File: src/rtl/kmap_ctrl_pkg.sv
// Shared types and constants for the parity-evaluator arbiter.
// KMAP_SWEEP_EN adds the SWEEP self-test state.
package kmap_ctrl_pkg;

    localparam logic [15:0] KMAP_TT   = 16'h6996;
    localparam int          SWEEP_LEN = 16;

    typedef enum logic [1:0] {
        IDLE,
        GRANT,
        RESP
`ifdef KMAP_SWEEP_EN
        ,
        SWEEP
`endif
    } state_t;

endpackage

File: src/rtl/kmap_parity_eval.sv
// Combinational 4-input odd-parity evaluator; the sweep checks it against KMAP_TT.
module kmap_parity_eval (
    input  logic [3:0] x,
    output logic       y
);

    assign y = ^x;

endmodule

File: src/rtl/kmap_eval_arbiter.sv
// Round-robin arbiter sharing one parity evaluator among NREQ requesters.
// Optional self-test sweep enabled by defining KMAP_SWEEP_EN.
module kmap_eval_arbiter
    import kmap_ctrl_pkg::*;
#(
    parameter  int NREQ = 4,
    localparam int IDW  = $clog2(NREQ)
) (
    input  logic                 clk,
    input  logic                 areset,
    input  logic [NREQ-1:0]      req,
    input  logic [4*NREQ-1:0]    vec,
    output logic [NREQ-1:0]      gnt,
    output logic                 rsp_valid,
    output logic [IDW-1:0]       rsp_id,
    output logic                 rsp_out,
    output logic                 busy,
    input  logic                 sweep_start,
    output logic                 sweep_done,
    output logic                 sweep_fail
);

    state_t         state;
    logic [IDW-1:0] ptr;
    logic [IDW-1:0] lat_id;
    logic [3:0]     lat_vec;
    logic [IDW-1:0] nxt_ptr;
    logic [IDW-1:0] arb_ptr;
    logic [IDW-1:0] win;
    logic [IDW-1:0] cand;
    logic           any_req;
    logic [3:0]     eval_in;
    logic           eval_out;

    // Back-to-back arbitration in RESP must already see the advanced pointer.
    assign nxt_ptr = (lat_id == IDW'(NREQ - 1)) ? '0 : lat_id + 1'b1;
    assign arb_ptr = (state == RESP) ? nxt_ptr : ptr;
    assign any_req = |req;

    // NOTE: every variable gets a default before the loop, so no latch is inferred.
    always_comb begin
        win  = '0;
        cand = '0;
        for (int i = 0; i < NREQ; i++) begin
            cand = IDW'((int'(arb_ptr) + NREQ - 1 - i) % NREQ);
            if (req[cand]) win = cand;
        end
    end

`ifdef KMAP_SWEEP_EN
    logic [3:0] sweep_idx;
    assign eval_in = (state == SWEEP) ? sweep_idx : lat_vec;
`else
    logic unused_sweep_start;
    assign unused_sweep_start = sweep_start;
    assign eval_in    = lat_vec;
    assign sweep_done = 1'b0;
    assign sweep_fail = 1'b0;
`endif

    kmap_parity_eval u_eval (
        .x (eval_in),
        .y (eval_out)
    );

    // NOTE: sequential state uses non-blocking assignments so every register sees pre-edge values.
    always_ff @(posedge clk or posedge areset) begin
        if (areset) begin
            state     <= IDLE;
            ptr       <= '0;
            lat_id    <= '0;
            lat_vec   <= '0;
            gnt       <= '0;
            rsp_valid <= 1'b0;
            rsp_id    <= '0;
            rsp_out   <= 1'b0;
            busy      <= 1'b0;
`ifdef KMAP_SWEEP_EN
            sweep_idx  <= '0;
            sweep_done <= 1'b0;
            sweep_fail <= 1'b0;
`endif
        end else begin
            gnt       <= '0;
            rsp_valid <= 1'b0;
            rsp_id    <= '0;
            rsp_out   <= 1'b0;
`ifdef KMAP_SWEEP_EN
            sweep_done <= 1'b0;
`endif
            case (state)
                IDLE: begin
`ifdef KMAP_SWEEP_EN
                    if (sweep_start) begin
                        state      <= SWEEP;
                        sweep_idx  <= '0;
                        sweep_fail <= 1'b0;
                        busy       <= 1'b1;
                    end else
`endif
                    if (any_req) begin
                        state   <= GRANT;
                        gnt     <= NREQ'(1) << win;
                        lat_id  <= win;
                        lat_vec <= vec[4*int'(win) +: 4];
                        busy    <= 1'b1;
                    end
                end
                GRANT: begin
                    state     <= RESP;
                    rsp_valid <= 1'b1;
                    rsp_id    <= lat_id;
                    rsp_out   <= eval_out;
                end
                RESP: begin
                    ptr <= nxt_ptr;
                    if (any_req) begin
                        state   <= GRANT;
                        gnt     <= NREQ'(1) << win;
                        lat_id  <= win;
                        lat_vec <= vec[4*int'(win) +: 4];
                    end else begin
                        state <= IDLE;
                        busy  <= 1'b0;
                    end
                end
`ifdef KMAP_SWEEP_EN
                SWEEP: begin
                    if (eval_out != KMAP_TT[sweep_idx]) sweep_fail <= 1'b1;
                    if (sweep_idx == 4'(SWEEP_LEN - 1)) begin
                        state      <= IDLE;
                        sweep_done <= 1'b1;
                        busy       <= 1'b0;
                    end else begin
                        sweep_idx <= sweep_idx + 1'b1;
                    end
                end
`endif
                default: begin
                    state <= IDLE;
                    busy  <= 1'b0;
                end
            endcase
        end
    end

endmodule

File: config.mk
export PLATFORM = sky130hd
export DESIGN_NAME = kmap_eval_arbiter
export DESIGN_NICKNAME = d
export VERILOG_FILES = /design/src/rtl/kmap_ctrl_pkg.sv /design/src/rtl/kmap_parity_eval.sv /design/src/rtl/kmap_eval_arbiter.sv
export SDC_FILE = /design/constraint.sdc
export NUM_CORES = 1
export LEC_CHECK = 0
export CAP_MARGIN = 20
export CORE_UTILIZATION = 43
export DETAILED_ROUTE_END_ITERATION = 8
export PLACE_DENSITY = 0.78
export SETUP_SLACK_MARGIN = 0.15
export SLEW_MARGIN = 10
export SYNTH_ARGS = -nofsm -noshare
export SYNTH_HDL_FRONTEND = slang
export SYNTH_SLANG_ARGS = --single-unit
File: constraint.sdc
create_clock -name clk -period 5.6 [get_ports clk]
set_clock_uncertainty 0.2 [all_clocks]
set_input_delay 1.12 -clock clk [delete_from_list [all_inputs] [get_ports clk]]
set_output_delay 1.12 -clock clk [all_outputs]
set_load 0.01 [all_outputs]
After elaboration in Yosys (flattened, before gate mapping)
Index checks and enable logic that the tools add are counted.

word-level totals
  register bits after elaboration = 19
  input port bits = 23
  output and inout bits = 11

cells by class
  add/subtract/negate cells = 6
  $lt $le $gt $ge = 4
  eq/ne operators = 5
  shifts and indexed selects = 2
  mux-type cells = 25
  bitwise gates (word level) = 1
  reductions and logical operators = 6

operator list
  kind                   number
  $mux W2                8
  $shiftx A16 B5 Y4      1
  $lt A2 B3 Y1 const B   4
  $mux W1                9
  $bmux W1 S2            4
  $mux W4                2
  $pmux W2 S3            1
  $add A2 B1 Y2 const B  2
  $eq A2 B2 Y1 const B   2
  $ne A2 B2 Y1 const B   2
  $reduce_or A4 Y1       1
  $reduce_xor A4 Y1      1
  $shl A1 B2 Y4 const A  1
  $sub A2 B1 Y2 const B  2
  $sub A2 B2 Y2 const B  2
  $pmux W1 S3            1
  $reduce_and A3 Y1      1
  $eq A2 B1 Y1 const B   1
  $logic_not A2 Y1       1
  $reduce_and A2 Y1      1
  $reduce_or A2 Y1       1
  $not A1 Y1             1

Depth between registers and ports, before layout
Gate-level depths: netlist of the first run.

  depth in word-level cells = 14
  depth in mapped cells = 9
  depth with buffers taken out = 8

Cells and area by module
Synthesis of the first run repeated with hierarchy kept, for this count alone.

second synthesis, totals
  cells, all modules = 87
  area total of the unflattened synthesis = 944.7 µm²

modules (own cells, without submodules)
  module             times used  cells an instance  area an instance (µm²)  sequential area each (µm²)
  kmap_eval_arbiter  1           84                 918.4                   475.5
  kmap_parity_eval   1           3                  26.3                    0.0

Least setup slack after synthesis of the first run
No wires, ideal clock.

  path type = input to register
  start = input req[1]
  end = register lat_vec[0] (netlist: eval_in[0])
  arrival = 2.005 ns
  required time = 5.257 ns
  slack = 3.251 ns
  cell stages on the path = 6
  path buffers = 1
  path through = nand2b_1 -> o22ai_1 -> a211oi_2 -> buf_6 -> mux2i_1 -> o221ai_1

between the ends
  word-level cells in the longest chain between the ends = 7
  elaborated cells between the ends (all ways) = 15

ends and longest elaborated chain
  element                        line                                                RTL
  start, declared                kmap_eval_arbiter.sv:11                             input logic [NREQ-1:0] req,
  $bmux W1 S2                    kmap_eval_arbiter.sv:46                             if (req[cand]) win = cand;
  $mux W1 (not written as such)  kmap_eval_arbiter.sv:46
  $mux W2 (4 in series)          kmap_eval_arbiter.sv:46
  $shiftx A16 B5 Y4              kmap_eval_arbiter.sv:105, kmap_eval_arbiter.sv:121
  end signal, assigned           kmap_eval_arbiter.sv:105                            lat_vec <= vec[4*int'(win) +: 4];
  end signal, assigned           kmap_eval_arbiter.sv:121                            lat_vec <= vec[4*int'(win) +: 4];
  end, declared                  kmap_eval_arbiter.sv:26                             logic [3:0] lat_vec;

Several ways; a longest one is shown, not always the timed one. The select of a mux whose other input is x is not followed.
A chain may end at the register's enable or synchronous reset.

Final worst setup path of the first run
Ends and elaborated chain as after synthesis.

==> impl_metrics.tcl, run 1 <==
set metrics [dict create \
    crit_arrival_ns 3.08 \
    ant_nets 0 \
    syn_area_per_cell_sq_um 11.3 \
    drt_pass1_iterations 2 \
    layout-drive-gt1-share 0.107 \
    powerDensity_mw_per_mm2 433 \
    io_buffers 30 \
    cts_resized 0 \
    cts_buffer_depth 2 \
    status "finished, final reports clean" \
    die-area_sq_mm 0.00231 \
    fillers 146 \
    coreArea_sq_mm 0.00198 \
    drtIter0Drc 6 \
    worstSetupPathType "input port to register" \
    drv_cap 0 \
    dieHeight_microns 48.1 \
    via_per_inst 4.97 \
    synth_area_sq_um 912 \
    setup_ws_ns 2.48 \
    fin_area_sq_mm 0.00125 \
    final_nets 137 \
    ioPinCount 34 \
    max_slew_margin 0.345 \
    worstSetupStartpointType "input port" \
    dp.cells 135 \
    path_clk_slew_ns 0.10 \
    synth_compound_area_frac 0.0933 \
    final-setup-viol-count 0 \
    finalCoreUtilization 0.629 \
    gp_congestion 0.784 \
    grt_pass1_wl_microns 2430 \
    yosys_warnings 0 \
    tns_ns 0 \
    placed_area_sq_mm 0.00122 \
    synthSimpleGateAreaFrac 0.163 \
    cts_setup_buffers 0 \
    synth-edff-count 0 \
    grt_usage 0.157 \
    finalNonFillerCells 139 \
    antenna_found_initial 0 \
    synthFlopType "dfrtp_1" \
    clock_latency_ns 0.30 \
    numClockSinks 19 \
    ys_ff_latch 19 \
    initial_utilization 0.460 \
    fp-row-count 16 \
    cts-hold-fix-buffers 0 \
    cp.required_ns 5.57 \
    ir_drop_mv 0.226 \
    finalCritPeriodShare 0.557 \
    synth_cell_types 28 \
    synthAdderAreaFrac 0.0137 \
    ys_async_sr_fraction 1.00 \
    worstMarginPinSlew_ns 0.981 \
    netlist.top_cell.by_area "dfrtp_1" \
    syn_inst 81 \
    synthTopCellsByArea "dfrtp_1 52%, mux2i_1 11%, o221ai_1 3.8%" \
    vias 691 \
    avgRoutedWirePerCell_microns 10.7 \
    gr-total-overflow 0 \
    syn_to_final_growth_pct 36.8 \
    hold_class "register to register" \
    rsz0062_at_grt "no" \
    grt_max_degree 20 \
    synth_top_family_by_area "simple AND/OR/NAND/NOR gates" \
    hold_violations 0 \
    timing.hold.ws_ns 0.315 \
    worstSetupEndpointType "register" \
    cts-root-buf "clkbuf_4" \
    maxSlewViolCount 0 \
    ctsHtreeMaxLevel 1 \
    min_period_ns 3.12 \
    hpwl_microns 1180 \
    synth_top_area_share 0.521 \
    routed_wl_microns 1480 \
    cts_buffers 3 \
    diodes 0 \
    p_leak_nw 0.566 \
    grt_pass1_vias 584 \
    ys_seq_area_frac 0.521 \
    fin_total_pwr_mw 0.541 \
    worstPathMaxFanout 11 \
    synth-xor-area-share 0.0288 \
    max_freq_mhz 321 \
    chipWidth_microns 48.1 \
    drc 0 \
    cts_tree "yes" \
    synthMuxAreaShare 0.126 \
    place_ws_ns 2.13 \
]
[state kept, by name, indices dropped and copies added, names as in the netlist]
signal and cells:
rsp_id 2, gnt 4, eval_in 4, rsp_out 1, ptr 2, rsp_valid 1, lat_id 2, busy 1
state 2
[critical path: stages]
cell	delay, ns
clkdlybuf4s50_1	0.53
nand2b_1	0.12
o22ai_1	0.07
a211oi_2	0.82
mux2i_1	0.28
o221ai_1	0.13
[cell usage in the layout (no fill, tap or decap)]
cell type        count
and3_4               1
xor2_1               1
nor2b_4              1
clkinv_2             1
conb_1               2
or3_1                1
o21a_1               1
o21ai_1              2
nor2_1               8
o21ai_0              1
inv_1                4
nor3_2               1
ha_1                 1
and2b_2              2
o221ai_1             4
and2_1               3
a21o_2               1
xnor2_1              2
a211oi_2             1
clkbuf_4             3
mux2i_1             10
nor3_1               1
dfrtp_1             19
o22ai_1              1
clkdlybuf4s50_1     30
nand2b_1             1
nand2_1              8
mux2_4               1
[path summary, 6_finish.rpt]
check | cells after the start | endpoint | slack (ns) | from
worst max-delay path | 6 | eval_in[0]$_DFFE_PP0P_ | 2.48 | req[1]
max in group asynchronous | 2 | eval_in[3]$_DFFE_PP0P_ | 3.79 | areset
min in group asynchronous | 2 | gnt[2]$_DFF_PP0_ | 1.00 | areset
worst max register to register | 6 | eval_in[0]$_DFFE_PP0P_ | 2.85 | lat_id[0]$_DFFE_PP0P_
worst min-delay path | 1 | busy$_DFFE_PP0P_ | 0.31 | state[1]$_DFFE_PP0P_
worst min register to register | 1 | busy$_DFFE_PP0P_ | 0.31 | state[1]$_DFFE_PP0P_
[synth_stat cells, types with 2 or more instances]
cell type  instances
and2b_2            2
dfrtp_1           19
xnor2_1            2
o21ai_1            2
nor2_1             8
and2_1             3
nand2_1            8
o221ai_1           4
mux2i_1           10
inv_1              4
buf_4              2
[cell families (layout without fill, tap and decap cells)]
family,after synthesis,count (layout)
AND/OR/NAND/NOR,27,27
flip-flops,19,19
AO/OA/AOI/OAI,11,11
multiplexers,11,11
buffers and inverters,8,38
XOR/XNOR,3,3
adder cells (fa/ha/maj),1,1
other,1,2
[where the power goes]
| group | total, mW | switching (mW) | leakage (nW) | internal, mW |
|---|---|---|---|---|
| sequential | 0.216 | 0.0277 | 0.238 | 0.189 |
| combinational | 0.256 | 0.117 | 0.311 | 0.139 |
| clock | 0.0689 | 0.0422 | 0.0177 | 0.0266 |
[layout make-up]
cell class / instances / area (sq um) / share of cell area
Tap cell: 27 / 33.8 / 0.0271
Timing Repair Buffer: 30 / 300 / 0.241
Clock buffer: 3 / 22.5 / 0.0181
Sequential cell: 19 / 475 / 0.381
Inverter: 4 / 15.0 / 0.0120
Clock inverter: 1 / 5.00 / 0.00401
Multi-Input combinational cell: 55 / 395 / 0.317
[metal layers]
layer / vias to the layer above / track usage / part of all wire
li1: 332 / - / -
met1: 336 / 0.199 / 0.46
met2: 18 / 0.249 / 0.49
met3: 5 / 0.0113 / 0.025
met4: 0 / 0.117 / 0.030
met5: - / 0 / 0
Power figures use the tool's default switching activity.
==> run 2, diff against run 1 <==
- clock period: 5.6 -> 3.2 ns (I/O delays scaled with it)
==> impl_metrics.tcl, run 2 (synthesized netlist as in run 1, its figures left out) <==
set metrics [dict create \
    status "finished, final reports clean" \
    min_period_ns 2.31 \
    max_slew_margin 0.562 \
    dieHeight_microns 48.1 \
    hpwl_microns 1220 \
    numClockSinks 19 \
    worstSetupPathType "register to register" \
    cts_resized 0 \
    fp-row-count 16 \
    cts-hold-fix-buffers 0 \
    p_leak_nw 0.571 \
    layout-drive-gt1-share 0.115 \
    initial_utilization 0.460 \
    drtIter0Drc 13 \
    holdPathEnd "busy$_DFFE_PP0P_" \
    powerDensity_mw_per_mm2 761 \
    sw_frac_of_total 0.345 \
    diodes 0 \
    grt-busiest-layer "met2" \
    clock_latency_ns 0.30 \
    path_clk_slew_ns 0.11 \
    coreArea_sq_mm 0.00198 \
    final-setup-viol-count 0 \
    gr-total-overflow 0 \
    fin_total_pwr_mw 0.955 \
    layout_commonest_cell "clkdlybuf4s50_1" \
    fillers 154 \
    cts_buffers 3 \
    rr_worst_depth 7 \
    finalCritPeriodShare 0.721 \
    syn_to_final_growth_pct 37.6 \
    grt_util_met3 0.0340 \
    cts_setup_buffers 0 \
    r2r_setup_slack_ns 0.89 \
    worstMarginPinSlew_ns 0.656 \
    via_per_inst 4.83 \
    worstPathMaxFanout 11 \
    p_seq_frac 0.397 \
    hold_class "register to register" \
    cts_buffer_depth 2 \
    reg2reg_from "lat_id[0]$_DFFE_PP0P_" \
    power.switching_mw 0.330 \
    mostFrequentLayoutCells "30 x clkdlybuf4s50_1, 19 x dfrtp_1, 10 x mux2i_1" \
    grt_max_degree 20 \
    ctsHtreeMaxLevel 1 \
    final_nets 138 \
    grt_usage 0.161 \
    reg2reg_to "eval_in[2]$_DFFE_PP0P_" \
    grt.met1_usage 0.196 \
    cts_tree "yes" \
    gp_congestion 0.765 \
    worstSetupStartpointType "register" \
    rsz0062_at_grt "no" \
    io_buffers 30 \
    tns_ns 0 \
    grt_pass1_wl_microns 2550 \
    antenna_found_initial 0 \
    chipWidth_microns 48.1 \
    use_met2 0.262 \
    cp.required_ns 3.17 \
    internal_power_mw 0.625 \
    crit_arrival_ns 2.28 \
    worstSetupEndpointType "register" \
    max_freq_mhz 433 \
    hold_violations 0 \
    cts-root-buf "clkbuf_4" \
    avgRoutedWirePerCell_microns 11.0 \
    ir_drop_mv 0.368 \
    routed_wl_microns 1550 \
    drv_cap 0 \
    power.share.clock 0.125 \
    holdCritStartpoint "busy$_DFFE_PP0P_" \
    p_comb_frac 0.478 \
    ant_nets 0 \
    drc 0 \
    ioPinCount 34 \
    die-area_sq_mm 0.00231 \
    drt_pass1_iterations 4 \
    hold_depth 2 \
    vias 676 \
    maxSlewViolCount 0 \
    grt_pass1_vias 611 \
]
run 2: cell count changes in the layout (fill, tap and decap cells not counted), sizes merged:
| cell | before | now |
|---|---|---|
| buf | 0 | 1 |
run 2: how the worst max path moves through the flow:
stage | from | to
6_report | lat_id[0]$_DFFE_PP0P_ | eval_in[2]$_DFFE_PP0P_
3_5_place_dp | req[1] | eval_in[2]$_DFFE_PP0P_
2_1_floorplan | lat_id[0]$_DFFE_PP0P_ | eval_in[0]$_DFFE_PP0P_
5_1_grt | lat_id[0]$_DFFE_PP0P_ | eval_in[2]$_DFFE_PP0P_
4_1_cts | lat_id[0]$_DFFE_PP0P_ | eval_in[2]$_DFFE_PP0P_
3_3_place_gp | req[1] | eval_in[2]$_DFFE_PP0P_
run 2: routing by layer:
metal  vias to the layer above  share of wire
met3                         2          0.021
met5                         -              0
met2                        20           0.53
li1                        334              -
met1                       320           0.43
met4                         0          0.014
run 2: metrics by stage:
stage	util	setup WS (ns)	cells	hold WS [ns]	cell area (sq um)
after floorplan	-	1.01	82	0.265	916
after global placement	0.619	0.695	136	0.285	1230
after detailed placement	0.619	0.680	136	0.294	1230
after CTS	0.633	0.873	140	0.319	1250
after global routing	0.633	0.773	140	0.349	1250
final	0.633	0.892	140	0.313	1250
run 2: critical path, cell delays in order (launching register included):
cell      delay (ns)
dfrtp_1         0.43
ha_1            0.30
mux2_4          0.30
mux2i_1         0.14
a211oi_2        0.22
buf_4           0.24
mux2i_1         0.23
o221ai_1        0.12
run 2: power groups by stage:
stage	registers (mW)	logic (mW)	clock network [mW]
3_3_place_gp	0.381	0.452	0
2_1_floorplan	0.393	0.310	0
5_1_grt	0.392	0.512	0.131
3_5_place_dp	0.385	0.460	0
6_report	0.379	0.457	0.120
4_1_cts	0.380	0.461	0.119
run 2: layout make-up:
class,count,area (sq um),share of cell area
timing repair buffer,31,308,0.245
clock buffer,3,22.5,0.0179
tap,27,33.8,0.0269
inverter,4,15.0,0.0120
sequential,19,475,0.379
multi-input combinational,55,395,0.315
clock inverter,1,5.00,0.00399
